**src/rtl/fm_mix_seq_if.sv**
```systemverilog
`default_nettype none
// ============================================================================
// Module      : fm_mix_seq_if
// Description : Bus-stall and operator-pipeline slot signals shared between
//               the FM slot sequencer/mixer (master) and the operator
//               pipeline / register bus (slave).
// Revision    : 1.0 - initial release
// ============================================================================
interface fm_mix_seq_if #(
    parameter int NUM_SLOTS = 64,
    parameter int RES_W     = 13
);
    localparam int SLOT_BITS = $clog2(NUM_SLOTS);

    logic                        bus_wren;
    logic                        bus_wait;
    logic [SLOT_BITS-1:0]        slot_sel;
    logic                        slot_next;
    logic                        op_reset;
    logic signed [RES_W-1:0]     slot_result;
    logic                        slot_sum;
    logic                        slot_left;
    logic                        slot_right;

    // Sequencer side: drives slot stepping and the bus stall
    modport master (
        input  bus_wren,
        output bus_wait,
        output slot_sel,
        output slot_next,
        output op_reset,
        input  slot_result,
        input  slot_sum,
        input  slot_left,
        input  slot_right
    );

    // Pipeline / bus side
    modport slave (
        output bus_wren,
        input  bus_wait,
        input  slot_sel,
        input  slot_next,
        input  op_reset,
        output slot_result,
        output slot_sum,
        output slot_left,
        output slot_right
    );
endinterface
`default_nettype wire

```
**src/rtl/fm_mix_seq.sv**
```systemverilog
`default_nettype none
// ============================================================================
// Module      : fm_mix_seq
// Description : FM slot sequencer and stereo mixer. Generates the sample tick,
//               steps the operator pipeline through NUM_SLOTS slots,
//               accumulates routed slot results, applies master volume with
//               saturation and registers the stereo sample.
//               Optional macro MIX_PEAK_EN adds per-channel peak-hold meters.
// Revision    : 1.0 - initial release
// ============================================================================
module fm_mix_seq #(
    parameter int NUM_SLOTS  = 64,
    parameter int RES_W      = 13,
    parameter int OUT_W      = 16,
    parameter int SAMPLE_DIV = 506
) (
    input  wire logic                     clk,
    input  wire logic                     reset,
    fm_mix_seq_if.master                  bus,
    input  wire logic [7:0]               master_vol,
    output logic signed [OUT_W-1:0]       audio_l,
    output logic signed [OUT_W-1:0]       audio_r,
    output logic                          sample_valid,
    output logic                          overrun,
    output logic [OUT_W-1:0]              peak_l,
    output logic [OUT_W-1:0]              peak_r,
    input  wire logic                     peak_clr
);
    localparam int SLOT_BITS = $clog2(NUM_SLOTS);
    localparam int ACC_W     = RES_W + SLOT_BITS;
    localparam int PROD_W    = ACC_W + 9;
    localparam int CNT_W     = $clog2(SAMPLE_DIV);

    localparam logic [CNT_W-1:0]     c_cnt_last  = CNT_W'(SAMPLE_DIV - 1);
    localparam logic [SLOT_BITS-1:0] c_last_slot = SLOT_BITS'(NUM_SLOTS - 1);

    localparam logic [2:0] c_st_idle    = 3'd0;
    localparam logic [2:0] c_st_start   = 3'd1;
    localparam logic [2:0] c_st_process = 3'd2;
    localparam logic [2:0] c_st_next    = 3'd3;
    localparam logic [2:0] c_st_finish  = 3'd4;

    logic [2:0]               r_state;
    logic [2:0]               w_state_next;
    logic [CNT_W-1:0]         r_tick_cnt;
    logic                     r_tick;
    logic [SLOT_BITS-1:0]     r_slot_sel;
    logic                     r_slot_next;
    logic                     r_op_reset;
    logic                     r_overrun;
    logic signed [ACC_W-1:0]  r_acc_l;
    logic signed [ACC_W-1:0]  r_acc_r;
    logic signed [OUT_W-1:0]  r_audio_l;
    logic signed [OUT_W-1:0]  r_audio_r;
    logic                     r_sample_valid;

    logic                     w_last_slot;
    logic                     w_acc_add_l;
    logic                     w_acc_add_r;
    logic                     w_slot_clr;
    logic                     w_slot_inc;
    logic                     w_finish;
    logic signed [ACC_W-1:0]  w_res_ext;
    logic signed [PROD_W-1:0] w_acc_l_x;
    logic signed [PROD_W-1:0] w_acc_r_x;
    logic signed [PROD_W-1:0] w_vol_x;
    logic signed [PROD_W-1:0] w_prod_l;
    logic signed [PROD_W-1:0] w_prod_r;
    logic signed [PROD_W-1:0] w_shift_l;
    logic signed [PROD_W-1:0] w_shift_r;

    // Clamp a scaled sum into the signed output range. The value fits when
    // every bit from the output sign bit upward is a copy of the sign.
    function automatic logic [OUT_W-1:0] f_sat(input logic [PROD_W-1:0] s);
        logic [PROD_W-OUT_W:0] v_top;
        v_top = s[PROD_W-1:OUT_W-1];
        if ((&v_top) || !(|v_top)) begin
            return s[OUT_W-1:0];
        end else if (s[PROD_W-1]) begin
            return {1'b1, {(OUT_W-1){1'b0}}};
        end else begin
            return {1'b0, {(OUT_W-1){1'b1}}};
        end
    endfunction

    assign w_last_slot  = (r_slot_sel == c_last_slot);
    assign w_res_ext    = {{SLOT_BITS{bus.slot_result[RES_W-1]}}, bus.slot_result};

    // Volume is an unsigned gain, so it is zero-extended; accumulators are
    // sign-extended so the product is exact in PROD_W bits.
    assign w_acc_l_x    = {{(PROD_W-ACC_W){r_acc_l[ACC_W-1]}}, r_acc_l};
    assign w_acc_r_x    = {{(PROD_W-ACC_W){r_acc_r[ACC_W-1]}}, r_acc_r};
    assign w_vol_x      = {{(PROD_W-8){1'b0}}, master_vol};
    assign w_prod_l     = w_acc_l_x * w_vol_x;
    assign w_prod_r     = w_acc_r_x * w_vol_x;
    assign w_shift_l    = w_prod_l >>> 7;
    assign w_shift_r    = w_prod_r >>> 7;

    // Bus writes are held off for the whole sample computation
    assign bus.bus_wait = bus.bus_wren && (r_state != c_st_idle);
    assign bus.slot_sel = r_slot_sel;
    assign bus.slot_next = r_slot_next;
    assign bus.op_reset = r_op_reset;

    assign audio_l      = r_audio_l;
    assign audio_r      = r_audio_r;
    assign sample_valid = r_sample_valid;
    assign overrun      = r_overrun;

    // Free-running sample-rate divider producing a one-cycle tick on wrap
    always_ff @(posedge clk or posedge reset) begin
        if (reset) begin
            r_tick_cnt <= '0;
            r_tick     <= 1'b0;
        end else begin
            r_tick <= (r_tick_cnt == c_cnt_last);
            if (r_tick_cnt == c_cnt_last) begin
                r_tick_cnt <= '0;
            end else begin
                r_tick_cnt <= r_tick_cnt + CNT_W'(1);
            end
        end
    end

    // FSM state register
    always_ff @(posedge clk or posedge reset) begin
        if (reset) begin
            r_state <= c_st_idle;
        end else begin
            r_state <= w_state_next;
        end
    end

    // FSM next-state: one PROCESS/NEXT pair per slot, ticks only start from IDLE
    always_comb begin
        w_state_next = r_state;
        case (r_state)
            c_st_idle:    if (r_tick) w_state_next = c_st_start;
            c_st_start:   w_state_next = c_st_process;
            c_st_process: w_state_next = c_st_next;
            c_st_next:    w_state_next = w_last_slot ? c_st_finish : c_st_process;
            c_st_finish:  w_state_next = c_st_idle;
            default:      w_state_next = c_st_idle;
        endcase
    end

    // FSM outputs: per-state datapath enables
    always_comb begin
        w_acc_add_l = 1'b0;
        w_acc_add_r = 1'b0;
        w_slot_clr  = 1'b0;
        w_slot_inc  = 1'b0;
        w_finish    = 1'b0;
        case (r_state)
            c_st_start: begin
                w_slot_clr = 1'b1;
            end
            c_st_process: begin
                w_acc_add_l = !r_op_reset && bus.slot_sum && bus.slot_left;
                w_acc_add_r = !r_op_reset && bus.slot_sum && bus.slot_right;
            end
            c_st_next: begin
                w_slot_inc = !w_last_slot;
            end
            c_st_finish: begin
                w_finish = 1'b1;
            end
            default: begin
                w_finish = 1'b0;
            end
        endcase
    end

    // Slot stepping, accumulation, output scaling and status flags
    always_ff @(posedge clk or posedge reset) begin
        if (reset) begin
            r_slot_sel     <= '0;
            r_slot_next    <= 1'b0;
            r_op_reset     <= 1'b1;
            r_overrun      <= 1'b0;
            r_acc_l        <= '0;
            r_acc_r        <= '0;
            r_audio_l      <= '0;
            r_audio_r      <= '0;
            r_sample_valid <= 1'b0;
        end else begin
            r_slot_next    <= (r_state == c_st_process);
            r_sample_valid <= w_finish;

            if (w_slot_clr) begin
                r_slot_sel <= '0;
            end else if (w_slot_inc) begin
                r_slot_sel <= r_slot_sel + SLOT_BITS'(1);
            end

            // A tick that lands mid-sample is dropped and only flagged
            if (r_tick && (r_state != c_st_idle)) begin
                r_overrun <= 1'b1;
            end

            if (w_finish) begin
                r_audio_l  <= f_sat(w_shift_l);
                r_audio_r  <= f_sat(w_shift_r);
                r_acc_l    <= '0;
                r_acc_r    <= '0;
                r_op_reset <= 1'b0;
            end else begin
                if (w_acc_add_l) r_acc_l <= r_acc_l + w_res_ext;
                if (w_acc_add_r) r_acc_r <= r_acc_r + w_res_ext;
            end
        end
    end

`ifdef MIX_PEAK_EN
    logic [OUT_W-1:0] r_peak_l;
    logic [OUT_W-1:0] r_peak_r;
    logic [OUT_W-1:0] w_abs_l;
    logic [OUT_W-1:0] w_abs_r;

    // Magnitude as unsigned; the most negative value maps to 2^(OUT_W-1)
    function automatic logic [OUT_W-1:0] f_abs(input logic [OUT_W-1:0] a);
        if (a[OUT_W-1]) begin
            return (~a) + OUT_W'(1);
        end else begin
            return a;
        end
    endfunction

    assign w_abs_l = f_abs(r_audio_l);
    assign w_abs_r = f_abs(r_audio_r);

    // Peak-hold capture on each new sample; a clear overrides a capture
    always_ff @(posedge clk or posedge reset) begin
        if (reset) begin
            r_peak_l <= '0;
            r_peak_r <= '0;
        end else if (peak_clr) begin
            r_peak_l <= '0;
            r_peak_r <= '0;
        end else if (r_sample_valid) begin
            if (w_abs_l > r_peak_l) r_peak_l <= w_abs_l;
            if (w_abs_r > r_peak_r) r_peak_r <= w_abs_r;
        end
    end

    assign peak_l = r_peak_l;
    assign peak_r = r_peak_r;
`else
    logic w_unused_peak_clr;

    assign w_unused_peak_clr = peak_clr;
    assign peak_l            = '0;
    assign peak_r            = '0;
`endif

endmodule
`default_nettype wire
```
**src/flat_wrapper.sv**
```systemverilog
// flat-port wrapper written by rule: the top's interface ports become plain ports
module fm_mix_seq_flat 
#(
    parameter int NUM_SLOTS  = 64,
    parameter int RES_W      = 13,
    parameter int OUT_W      = 16,
    parameter int SAMPLE_DIV = 506
)
  (clk, reset, master_vol, audio_l, audio_r, sample_valid, overrun, peak_l, peak_r, peak_clr, bus_bus_wren, bus_bus_wait, bus_slot_sel, bus_slot_next, bus_op_reset, bus_slot_result, bus_slot_sum, bus_slot_left, bus_slot_right);
  fm_mix_seq_if #(.NUM_SLOTS(NUM_SLOTS), .RES_W(RES_W)) bus_i ();
  input  wire logic clk;
  input  wire logic reset;
  input  wire logic [7:0] master_vol;
  output logic signed [OUT_W-1:0] audio_l;
  output logic signed [OUT_W-1:0] audio_r;
  output logic sample_valid;
  output logic overrun;
  output logic [OUT_W-1:0] peak_l;
  output logic [OUT_W-1:0] peak_r;
  input  wire logic peak_clr;
  input wire logic [$bits(bus_i.bus_wren)-1:0] bus_bus_wren;
  output wire logic [$bits(bus_i.bus_wait)-1:0] bus_bus_wait;
  output wire logic [$bits(bus_i.slot_sel)-1:0] bus_slot_sel;
  output wire logic [$bits(bus_i.slot_next)-1:0] bus_slot_next;
  output wire logic [$bits(bus_i.op_reset)-1:0] bus_op_reset;
  input wire logic [$bits(bus_i.slot_result)-1:0] bus_slot_result;
  input wire logic [$bits(bus_i.slot_sum)-1:0] bus_slot_sum;
  input wire logic [$bits(bus_i.slot_left)-1:0] bus_slot_left;
  input wire logic [$bits(bus_i.slot_right)-1:0] bus_slot_right;
  assign bus_i.bus_wren = bus_bus_wren;
  assign bus_bus_wait = bus_i.bus_wait;
  assign bus_slot_sel = bus_i.slot_sel;
  assign bus_slot_next = bus_i.slot_next;
  assign bus_op_reset = bus_i.op_reset;
  assign bus_i.slot_result = bus_slot_result;
  assign bus_i.slot_sum = bus_slot_sum;
  assign bus_i.slot_left = bus_slot_left;
  assign bus_i.slot_right = bus_slot_right;
  fm_mix_seq #(.NUM_SLOTS(NUM_SLOTS), .RES_W(RES_W), .OUT_W(OUT_W), .SAMPLE_DIV(SAMPLE_DIV)) u_core (.clk(clk), .reset(reset), .bus(bus_i), .master_vol(master_vol), .audio_l(audio_l), .audio_r(audio_r), .sample_valid(sample_valid), .overrun(overrun), .peak_l(peak_l), .peak_r(peak_r), .peak_clr(peak_clr));
endmodule
```
**config.mk**
```make
export PLATFORM = sky130hd
export DESIGN_NAME = fm_mix_seq_flat
export DESIGN_NICKNAME = d
export VERILOG_FILES = /design/src/rtl/fm_mix_seq_if.sv /design/src/rtl/fm_mix_seq.sv /design/src/flat_wrapper.sv
export SDC_FILE = /design/constraint.sdc
export NUM_CORES = 1
export LEC_CHECK = 0
export ABC_CLOCK_PERIOD_IN_PS = 7000
export CAP_MARGIN = 20
export CORE_MARGIN = 2
export CORE_UTILIZATION = 58
export DETAILED_ROUTE_END_ITERATION = 12
export GPL_TIMING_DRIVEN = 0
export PLACE_DENSITY = 0.76
export SYNTH_ARGS = -nofsm -noshare
export SYNTH_HDL_FRONTEND = slang
export SYNTH_SLANG_ARGS = --single-unit
```
**constraint.sdc**
```tcl
create_clock -name clk -period 7 [get_ports clk]
set_input_delay 1.4 -clock clk [delete_from_list [all_inputs] [get_ports clk]]
set_output_delay 1.4 -clock clk [all_outputs]
set_load 0.02 [all_outputs]
```
### After elaboration in Yosys (flattened, before gate mapping)

Cells that the tools add are included.

| word-level totals | value |
|---|---|
| input port bits | 28 |
| bits in registers | 93 |
| output and inout bits | 75 |
| logic and storage cells | 64 |

| cells by class | value |
|---|---|
| equal/unequal tests | 7 |
| reduce and logical (&&, ||, !) cells | 20 |
| add/sub/neg operators | 4 |
| multiplexer cells | 19 |
| multiply operators | 2 |

Operators by type and width:

| cell | number |
|---|---|
| $mux 19 | 4 |
| $mux 16 | 4 |
| $mul 19x9->28 | 2 |
| $add 19x13->19 | 2 |
| $mux 6 | 2 |
| $pmux 3 s4 | 1 |
| $reduce_and 6->1 | 2 |
| $reduce_or 6->1 | 2 |
| $add 9x1->9 const B | 1 |
| $eq 9x9->1 const B | 1 |
| $mux 9 | 1 |
| $add 6x1->6 const B | 1 |
| $eq 3x2->1 const B | 2 |
| $eq 6x6->1 const B | 1 |
| $mux 3 | 2 |
| $reduce_bool 2->1 | 3 |
| $logic_and 1x1->1 | 5 |
| $mux 1 | 5 |
| $logic_not 1->1 | 4 |
| $eq 3x1->1 const B | 1 |
| $eq 3x3->1 const B | 1 |
| $logic_not 3->1 | 1 |
| $reduce_bool 3->1 | 1 |
| $logic_or 1x1->1 | 2 |
| $ne 2x1->1 const B | 1 |

### Longest topological paths before layout

Gate-level depths: netlist of run 1.

| depth | value |
|---|---|
| depth after elaboration | 6 |
| gate-level depth with buffers | 24 |
| gate-level depth less buffers | 21 |

### Worst setup path after synthesis of run 1

OpenSTA, ideal clock, no wires.

| path | value |
|---|---|
| path type | input to register |
| start point | input master_vol[3] |
| end point | register u_core.r_audio_r[0] (netlist: u_core.audio_r[0]) |
| setup slack | 0.264 ns |
| stages | 23 |
| arrival time | 6.615 ns |
| required time | 6.879 ns |
| cell sequence | clkbuf_1 -> clkbuf_1 -> nand2_1 -> fa_1 -> fa_1 -> inv_1 -> fa_1 -> inv_1 -> fa_1 -> inv_1 -> ha_1 -> a21oi_1 -> o21ai_1 -> a32oi_2 -> a31oi_2 -> o211ai_2 -> nand2_2 -> or4_1 -> a21o_1 -> a22o_1 -> a21o_1 -> buf_6 -> o22a_1 |

| between the ends | value |
|---|---|
| cells in the longest elaborated chain, start to end | 5 |
| elaborated cells on any way between the ends | 7 |

RTL lines:

| item | line | RTL |
|---|---|---|
| start, declared | flat_wrapper.sv:13 | `input wire logic [7:0] master_vol;` |
| $mul 19x9->28 * | fm_mix_seq.sv:95 | `assign w_prod_r = w_acc_r_x * w_vol_x;` |
| $reduce_or 6->1 | fm_mix_seq.sv:77 | `if ((&v_top) \|\| !(\|v_top)) begin` |
| $logic_not 1->1 | fm_mix_seq.sv:77 |  |
| $logic_or 1x1->1 | fm_mix_seq.sv:77 |  |
| $mux 16 * | fm_mix_seq.sv:77 |  |
| end signal, assigned | fm_mix_seq.sv:203 | `r_audio_r <= f_sat(w_shift_r);` |
| end, declared | fm_mix_seq.sv:54 | `logic signed [OUT_W-1:0] r_audio_r;` |

Every way passes the cells marked *; elsewhere a longest branch is shown, timed or not.
A chain may end at the register's enable or synchronous reset.

### Worst setup path after layout of run 1

| path | value |
|---|---|
| start point | input master_vol[5] |
| end point | register u_core.r_audio_r[8] (netlist: u_core.audio_r[8]) |

Same word-level chain as after synthesis.

==> results.md, run 1 <==
- CTS clk-pin slew, worst paths: 0.09 ns
- Yosys cell types: 73
- DRC errors left: 0
- CTS H-tree lvls: 3
- Initial drt markers: 639
- # fillers: 2,257
- Total track usage: 0.268
- Vias: 12.4k
- Area of placed instances: 17,200 um^2
- Antenna cell count: 0
- CTS Buf Count: 9
- RSZ-0062 raised after global routing: no
- Worst Path Required: 7.26 ns
- GP Congestion: 0.931
- Std-Cell Rows: 60
- Clk_skew: 0.0145 ns
- Worst skew pair latency: 0.37 ns
- DRT Pass-1 Iters: 5
- Clk root buf: clkbuf_16
- M1 WL: 14.8 mm
- Leakage: 9.67 nW
- Detailed Place HPWL: 29.9 mm
- Top_reg_cell synth: dfrtp_1
- Status: complete, no violations
- Area grow syn2layout: 11.3%
- Synth cell count leaders: inv_1 (365), fa_1 (240), nand2_1 (176)
- Yosys top cell by area: fa_1
- Worst-Margin Slew: 1.08 ns
- First-pass GRT wire length: 61.3 mm
- Startpoint type of the worst setup path: input pin
- Final core utilization: 0.658
- Antenna-violating nets left: 0
- Slowest CP cell: fa_1
- Cells after Synth: 1,826
- Area occupied by multi-input gates: 12,100 um^2
- Core Area: 27,000 um^2
- Ranking of synthesized cells by area: fa_1 (30%), dfrtp_1 (14%), ha_1 (11%)
- Die Width: 170 um
- Storage cell area: 2330 um^2
- Final setup viols: 0
- Relative slew margins: 0.279
- Worst IR Drop VDD: 148 uV
- Asr flop ratio synth: 1.00
- CP Buf/Inv Count: 6
- Final Cell Area: 17,800 um^2
- PwrDens: 107 nW/um^2
- Yosys Warn Count: 0
- Final WS setup: 0.333 ns
- Crit-path most repeated cell: fa_1
- Minimum clock period: 6.67 ns
- Largest net degree at the start of global routing: 49
- WL final: 36.7 mm
- Initial Util: 0.592
- Vias in the first global route: 12.9k
- Metal3 WL: 1.83 mm
- Hold WC Path Type: reg -> reg
- CTS sink cnt: 93
- Share of the synthesized area in the top cell type: 0.300
- CTS Buffer Depth: 2
- Fmax achieved: 0.150 GHz
- Ratio of cells with drive above 1 in the final layout: 0.0632
- Die ar.: 28,900 um^2
- CP max FO: 10
- Top sig layer: met4
- Setup_tns: 0 ns
- Max-cap viol count: 0
- Height of the die: 170 um
- Count leader, synth: inv_1
- Final cycle utilization of the critical path: 0.952
- Hold Vio Cnt, Final: 0
- Met2 WL: 18.3 mm
- Mapped cell area: 16,000 um^2
- Nets: 2,353
- Gr ovfl total: 0
- Hold_buf cts: 0
- Initial antenna violation count: 1
- Sequential area share after synthesis: 0.146
- Vias/cell: 5.43
- Max Slew Vio Count: 0
- Slowest Stage Delay on Critical Path: 0.55 ns
- EDFF count, synth: 0
- Input/output buffers: 62
- Critical path class: in -> reg
- Endpoint class of the critical path: register
- Worst EP arrival: 6.92 ns
- # IOs: 103
- CTS tree: done
- Yosys reg bits: 93
- Avg Cell Area, Syn: 8.76 um^2
- Crit path max-delay family: adder cells
- Worst path cell trace: clkbuf_2 > clkbuf_4 > nand2_1 > fa_1 > fa_1 > inv_1 > fa_1 > inv_1 > fa_1 > inv_1 > ha_4 > a21oi_2 > o21ai_2 > a32oi_4 > a31oi_4 > o211ai_2 > nand2_2 > or4_1 > a21o_1 > a22o_1 > a21o_4 > buf_2 > o22a_1
- Place WS: -0.956 ns
- Per-cell routed wire length: 16.0 um
final cells by class:
| type | count | area share |
|---|---|---|
| multi-input cells | 1302 | 0.678 |
| flip-flops and latches | 93 | 0.131 |
| inverters | 365 | 0.0771 |
| repair buffers | 74 | 0.0411 |
| plain buffers | 97 | 0.0317 |
| well taps | 341 | 0.0240 |
| clock buffers | 9 | 0.0127 |
| clock inverters | 7 | 0.00485 |
placed cells by master, fill, tap and decap left out, drive strengths merged, types with 18 or more instances in the layout:
cell / instances
buf: 58
and2: 171
inv: 368
xnor2: 33
a21oi: 47
a21o: 22
clkbuf: 60
or3: 18
o21ai: 55
clkdlybuf4s50: 61
nand3: 55
xor2: 41
nor3: 28
nand2: 177
dfrtp: 92
nor2: 89
conb: 32
fa: 240
ha: 143
report_power, final:
group	switching, W	internal, W
logic	0.000507	0.000325
clock network	0.000282	0.000257
registers	0	0.000537
logic make-up after synthesis:
| group | after synthesis | share of synthesized area |
|---|---|---|
| DFF | 93 | 0.146 |
| AOI/OAI and AO/OA | 213 | 0.0909 |
| xor gates and xnor gates | 74 | 0.0405 |
| and+or+nand+nor | 595 | 0.189 |
| adders and majority gates | 383 | 0.412 |
| other | 1 | 0.000235 |
| muxes | 5 | 0.00313 |
| buffers and inverters | 462 | 0.118 |
stage by stage:
stage	cells	power, W	hold slack [ns]
6_report	2288	0.00191	0.471
3_5_place_dp	2261	0.00129	0.448
5_1_grt	2288	0.00204	0.507
4_1_cts	2287	0.00191	0.473
3_3_place_gp	2260	0.00127	0.462
2_1_floorplan	1857	0.00111	0.451
sequential cells by signal, summed over array words and instances, names as in the netlist:
signal,count
u_core.bus.slot_next,1
u_core.sample_valid,1
u_core.audio_l,16
u_core.r_acc_r,19
u_core.overrun,1
u_core.r_tick,1
u_core.r_tick_cnt,9
u_core.bus.slot_sel,6
u_core.bus.op_reset,1
u_core.audio_r,16
u_core.r_state,3
u_core.r_acc_l,19
timing repair:
action,in CTS,in global routing
gates cloned,1,0
setup endpoints to repair,31,30
pin swaps,8,6
gates resized for setup,30,29
setup buffers,9,1
worst reg2reg max path, stage by stage (launching register included):
cell and delay [ns]:
dfrtp_1 0.33, clkbuf_1 0.40, nand2_1 0.24, fa_2 0.68, inv_1 0.11, fa_1 0.47
fa_1 0.54, inv_1 0.05, fa_1 0.47, inv_1 0.04, ha_1 0.31, and2_1 0.18
and3_1 0.22, a32oi_2 0.29, nand2_2 0.10, or4_1 0.50, a21o_1 0.17, a22o_1 0.21
a21o_4 0.25, buf_2 0.17, o22a_1 0.17
metal layers:
layer	global-route usage	up-vias
met5	0	-
li1	-	5897
met3	0.0333	87
met4	0.121	0
met2	0.475	331
met1	0.326	6106
path summary, 6_finish.rpt:
path                       slack [ns]                      startpoint  depth (start not counted)                                  to
hold reg to reg                  0.47      u_core.overrun$_DFFE_PP0P_                          1          u_core.overrun$_DFFE_PP0P_
min in group asynchronous        1.46                           reset                          2  u_core.bus.slot_sel[3]$_DFFE_PP0P_
hold / removal                   0.47      u_core.overrun$_DFFE_PP0P_                          1          u_core.overrun$_DFFE_PP0P_
setup / recovery                 0.33                   master_vol[5]                         23       u_core.audio_r[8]$_DFFE_PP0P_
setup reg to reg                 0.99  u_core.r_acc_r[18]$_DFFE_PP0P_                         20       u_core.audio_r[8]$_DFFE_PP0P_
max in group asynchronous        4.86                           reset                          3       u_core.sample_valid$_DFF_PP0_
(Power assumes the default switching activity.)
==> run 2, diff against run 1 <==
--- a/config.mk
+++ b/config.mk
@@ -5,10 +5,11 @@
 export SDC_FILE = /design/constraint.sdc
 export NUM_CORES = 1
 export LEC_CHECK = 0
-export ABC_CLOCK_PERIOD_IN_PS = 7000
-export CAP_MARGIN = 20
+export ABC_CLOCK_PERIOD_IN_PS = 6800
+export CAP_MARGIN = 30
 export CORE_MARGIN = 2
 export CORE_UTILIZATION = 58
+export CTS_CLUSTER_DIAMETER = 60
 export DETAILED_ROUTE_END_ITERATION = 12
 export GPL_TIMING_DRIVEN = 0
 export PLACE_DENSITY = 0.76
==> constraint.sdc (replaced) <==
create_clock -name clk -period 6.8 [get_ports clk]
set_input_delay 1.36 -clock clk [delete_from_list [all_inputs] [get_ports clk]]
set_output_delay 1.36 -clock clk [all_outputs]
set_load 0.02 [all_outputs]
==> results.md, run 2 (synthesized netlist as in run 1, its figures left out) <==
- Vias in the first global route: 12.9k (+0.24%)
- Largest regs: u_core.r_acc_l x19, u_core.r_acc_r x19
- Clk_skew: 0.0150 ns (+0.000490 ns)
- Metal3 WL: 1.83 mm (about the same)
- Input/output buffers: 62 (unchanged)
- Total track usage: 0.268 (about the same)
- Status: complete, no violations
- M1 WL: 14.8 mm (about the same)
- CTS H-tree lvls: 3 (unchanged)
- Ratio of cells with drive above 1 in the final layout: 0.0682 (+0.00503)
- First-pass GRT wire length: 61.3 mm (about the same)
- Most frequent cells in the layout: inv_1 (364), fa_1 (239), nand2_1 (176)
- Detailed Place HPWL: 29.9 mm (unchanged)
- # IOs: 103 (unchanged)
- Place WS: -1.12 ns (-0.160 ns)
- Leakage: 9.69 nW (+0.23%)
- Final setup viols: 0 (unchanged)
- Fmax achieved: 0.152 GHz
- Vias/cell: 5.43 (about the same)
- DRC errors left: 0 (unchanged)
- Cell total after placement: 2,261 (unchanged)
- Area grow syn2layout: 11.6%
- Fin cells: 2,291 (+0.13%)
- Met2 WL: 18.4 mm (+0.30%)
- Antenna-violating nets left: 0 (unchanged)
- Initial drt markers: 627 (-1.9%)
- Design Power: 0.00196 W (+3.0%)
- Relative slew margins: 0.281 (+0.00213)
- Worst skew pair latency: 0.37 ns (about the same)
- Final Cell Area: 17,800 um^2 (+0.25%)
- Height of the die: 170 um (unchanged)
- Hold Vio Cnt, Final: 0 (unchanged)
- Most common cell after layout, fill and taps aside: inv_1
- GP Congestion: 0.931 (unchanged)
- Clk root buf: clkbuf_16
- Crit-path most repeated cell: fa_1
- WL final: 36.8 mm (+0.37%)
- Nets: 2,356 (+0.13%)
- Worst-Margin Slew: 1.08 ns (-0.00319 ns)
- Worst EP arrival: 6.83 ns (-0.09 ns)
- CTS tree: done
- CP max FO: 10 (unchanged)
- Core Area: 27,000 um^2 (unchanged)
- PwrDens: 110 nW/um^2 (+2.7%)
- Max Slew Vio Count: 0 (unchanged)
- CTS clk-pin slew, worst paths: 0.09 ns (about the same)
- Minimum clock period: 6.57 ns
- Std-Cell Rows: 60 (unchanged)
- # fillers: 2,251 (-0.27%)
- Per-cell routed wire length: 16.1 um (+0.24%)
- Hold_ws: 0.471 ns (-0.000125 ns)
- Die ar.: 28,900 um^2 (unchanged)
- Final WS setup: 0.226 ns (-0.108 ns)
- Antenna cell count: 0 (unchanged)
- CTS Buf Count: 9 (unchanged)
- Max-cap viol count: 0 (unchanged)
- Hold WC Path Type: reg -> reg
- Largest net degree at the start of global routing: 49 (unchanged)
- Critical path class: in -> reg
- Startpoint type of the worst setup path: input pin
- Hold_buf cts: 0 (unchanged)
- Worst path cell trace: buf_4 > buf_4 > nand2_1 > fa_1 > inv_1 > fa_1 > fa_1 > inv_1 > fa_1 > inv_1 > ha_4 > a21oi_2 > o21ai_2 > a32oi_4 > a31oi_4 > o211ai_2 > nand2_2 > or4_1 > a21o_1 > a22o_1 > a21o_4 > buf_2 > o22a_1
- Final cycle utilization of the critical path: 0.967
- Top sig layer: met4
- DRT Pass-1 Iters: 5 (unchanged)
- Die Width: 170 um (unchanged)
- Endpoint class of the critical path: register
- Slowest CP cell: fa_1
- Slowest Stage Delay on Critical Path: 0.57 ns (+0.02 ns)
- Vias: 12.4k (+0.19%)
- Worst Path Required: 7.06 ns (-0.20 ns)
- Area of placed instances: 17,200 um^2 (unchanged)
- Initial Util: 0.592 (unchanged)
- Worst IR Drop VDD: 152 uV (+3.0%)
- Gr ovfl total: 0 (unchanged)
- CTS Buffer Depth: 2 (unchanged)
- Initial antenna violation count: 1 (unchanged)
- CTS sink cnt: 93 (unchanged)
==> run 2: changes by cell type in the layout (fill, tap and decap cells not counted), sizes merged <==
cell          previous run  this run
dlymetal6s2s             1         0
clkbuf                  60        55
buf                     58        67
==> run 2: critical path: cells and delay by family <==
family	cells	cell delay, ns
AOI/OAI and AO/OA	9	1.66
adders and majority gates	5	2.35
and+or+nand+nor	3	0.69
buffers and inverters	6	0.76
==> run 2: final timing paths <==
check	from	to	slack [ns]	cells past startpoint
max reg2reg	u_core.r_acc_r[18]$_DFFE_PP0P_	u_core.audio_r[8]$_DFFE_PP0P_	0.84	20
min reg2reg	u_core.overrun$_DFFE_PP0P_	u_core.overrun$_DFFE_PP0P_	0.47	1
max	master_vol[0]	u_core.audio_r[8]$_DFFE_PP0P_	0.23	23
min	u_core.overrun$_DFFE_PP0P_	u_core.overrun$_DFFE_PP0P_	0.47	1
max in group asynchronous	reset	u_core.audio_r[14]$_DFFE_PP0P_	4.71	3
min in group asynchronous	reset	u_core.bus.slot_sel[3]$_DFFE_PP0P_	1.42	2
==> run 2: repair_timing <==
action	in CTS	in global routing
pin swaps	9	12
setup buffers	10	4
endpoints found under the setup margin	32	30
gates resized for setup	38	42
gates cloned	1	0
==> run 2: cell type report <==
| cell class | instances | area (um^2) | share of cell area |
|---|---|---|---|
| buffer | 96 | 578 | 0.0324 |
| inverter | 365 | 1370 | 0.0769 |
| clock inverter | 7 | 86.3 | 0.00484 |
| timing repair buffer | 78 | 753 | 0.0422 |
| clock buffer | 9 | 225 | 0.0126 |
| multi-input combinational | 1302 | 12100 | 0.677 |
| sequential | 93 | 2330 | 0.131 |
| tap | 341 | 427 | 0.0239 |
==> run 2: where the power goes <==
part	internal, W	switching, W	leakage [nW]	total [W]
registers	0.000553	0	1.27	0.000553
logic	0.000336	0.000523	8.27	0.000860
clock network	0.000265	0.000288	0.151	0.000553
total	0.00115	0.000811	9.69	0.00196
==> run 2: per-stage QoR <==
stage,TNS (ns),util
after global routing,-0.0259,0.660
final,0,0.660
after floorplan,0,-
after CTS,0,0.656
after detailed placement,-32.23,0.636
after global placement,-28.84,0.635
==> run 2: layer usage <==
| metal | vias to the layer above | global-route usage |
|---|---|---|
| met1 | 6121 | 0.325 |
| met2 | 332 | 0.475 |
| met5 | - | 0 |
| met4 | 0 | 0.123 |
| met3 | 99 | 0.0344 |
| li1 | 5893 | - |
==> patch, RTL diff (config.mk and constraints of run 2) <==
`RES_W` is set to 13 in 3 places; all go to 26.
--- a/src/rtl/fm_mix_seq_if.sv
+++ b/src/rtl/fm_mix_seq_if.sv
@@ -8,7 +8,7 @@
 // ============================================================================
 interface fm_mix_seq_if #(
     parameter int NUM_SLOTS = 64,
-    parameter int RES_W     = 13
+    parameter int RES_W     = 26
 );
     localparam int SLOT_BITS = $clog2(NUM_SLOTS);
 
--- a/src/rtl/fm_mix_seq.sv
+++ b/src/rtl/fm_mix_seq.sv
@@ -10,7 +10,7 @@
 // ============================================================================
 module fm_mix_seq #(
     parameter int NUM_SLOTS  = 64,
-    parameter int RES_W      = 13,
+    parameter int RES_W      = 26,
     parameter int OUT_W      = 16,
     parameter int SAMPLE_DIV = 506
 ) (
--- a/src/flat_wrapper.sv
+++ b/src/flat_wrapper.sv
@@ -2,7 +2,7 @@
 module fm_mix_seq_flat 
 #(
     parameter int NUM_SLOTS  = 64,
-    parameter int RES_W      = 13,
+    parameter int RES_W      = 26,
     parameter int OUT_W      = 16,
     parameter int SAMPLE_DIV = 506
 )
Interface: changed (resized bus_slot_result); port bits go from 103 to 116. The function was not compared with the original's and may differ.
==> patch against run 2 <==
- die area up 62%
- first-iteration DRC count rose to 2.7 times the old value
- setup slack worse by 0.11 ns
- routed wire length up 97%
- cell area up 67%
- power up 38%
- clock skew up 0.0012 ns
- sequential cell count up 26
- area after synthesis up 64%
- register-to-register slack worse by 0.44 ns
- critical endpoint is now u_core.audio_l[10]$_DFFE_PP0P_
==> patch: results (changes against run 2) <==
[global_routing]
grt_pass1_wl_mm=116.0  ; +89%
grt_start_max_net_pins=63  ; +29%
use_met3=0.05171  ; +0.01729
met1_usage=0.3870  ; +0.06208
antenna_found_initial=2  ; +1

[routing]
wl_met2_mm=35.36  ; +92%
drtPass1Iterations=7  ; +2
dr_total_vias=22330  ; +79%
highest_layer=met5
wl_met3_mm=4.665  ; +160%

[yosys]
syn_inst=3087  ; +69%
ys_seq_area_frac=0.1135  ; -0.03215
synthTopCellsByCount=inv_1, fa_1, nand2_1, and2_1, ha_1
synth.area.top_cells=fa_1, dfrtp_1, ha_1

[finish]
inv_count=513  ; +41%
multi_input_gates=2320  ; +78%
clk_share=0.02035  ; +0.002883
seq_area_sq_um=2979  ; +28%
buffer_area_frac=0.08076  ; +0.006132

[place]
placed_cells=3786  ; +67%
placed_cell_area_sq_um=27980  ; +63%
post-place-ws_ns=-1.455  ; -0.3393 ns
dp_hpwl_mm=57.70  ; +93%
port_buffers=74  ; +19%

[setup_path]
worstPathArrival_ns=7.06  ; +0.23 ns
reg2reg_slack_ns=0.40  ; -0.44 ns
r2r-start=u_core.r_acc_l[7]$_DFFE_PP0P_

[pwr]
total_power_w=0.002704  ; +38%
pg_seq_w=0.000708  ; +28%

[timing]
timing.final.ws_setup_ns=0.1184  ; -0.1074 ns
finalClockSkew_ns=0.01616  ; +0.001186 ns

[clock_tree]
htreeDepth=4  ; +1
clk_latency_ns=0.48  ; +0.11 ns

[run_status]
status=finished clean

## patch: changes by cell type after synthesis, moves of 25 or more
cell      delta
o21ai_0     +82
nand2_1    +168
xnor2_1     +32
fa_1       +156
a21o_1      +25
and2_1     +130
a21oi_1     +67
nand3_1     +34
ha_1        +78
inv_1      +148
dfrtp_1     +26
clkbuf_1    +46
## patch: timing repair
item	CTS	global route
gates resized for setup	102	169
setup buffers	5	35
pin swaps	7	46
gates cloned	0	3
setup endpoints to repair	30	30
## patch: logic make-up after synthesis
family,share of synthesized area
buffers and inverters,0.1043
other,0.0001428
XOR/XNOR,0.03970
adder cells (fa/ha/maj),0.4073
multiplexers,0.003145
AO/OA/AOI/OAI,0.1312
flip-flops,0.1135
AND/OR/NAND/NOR,0.2007
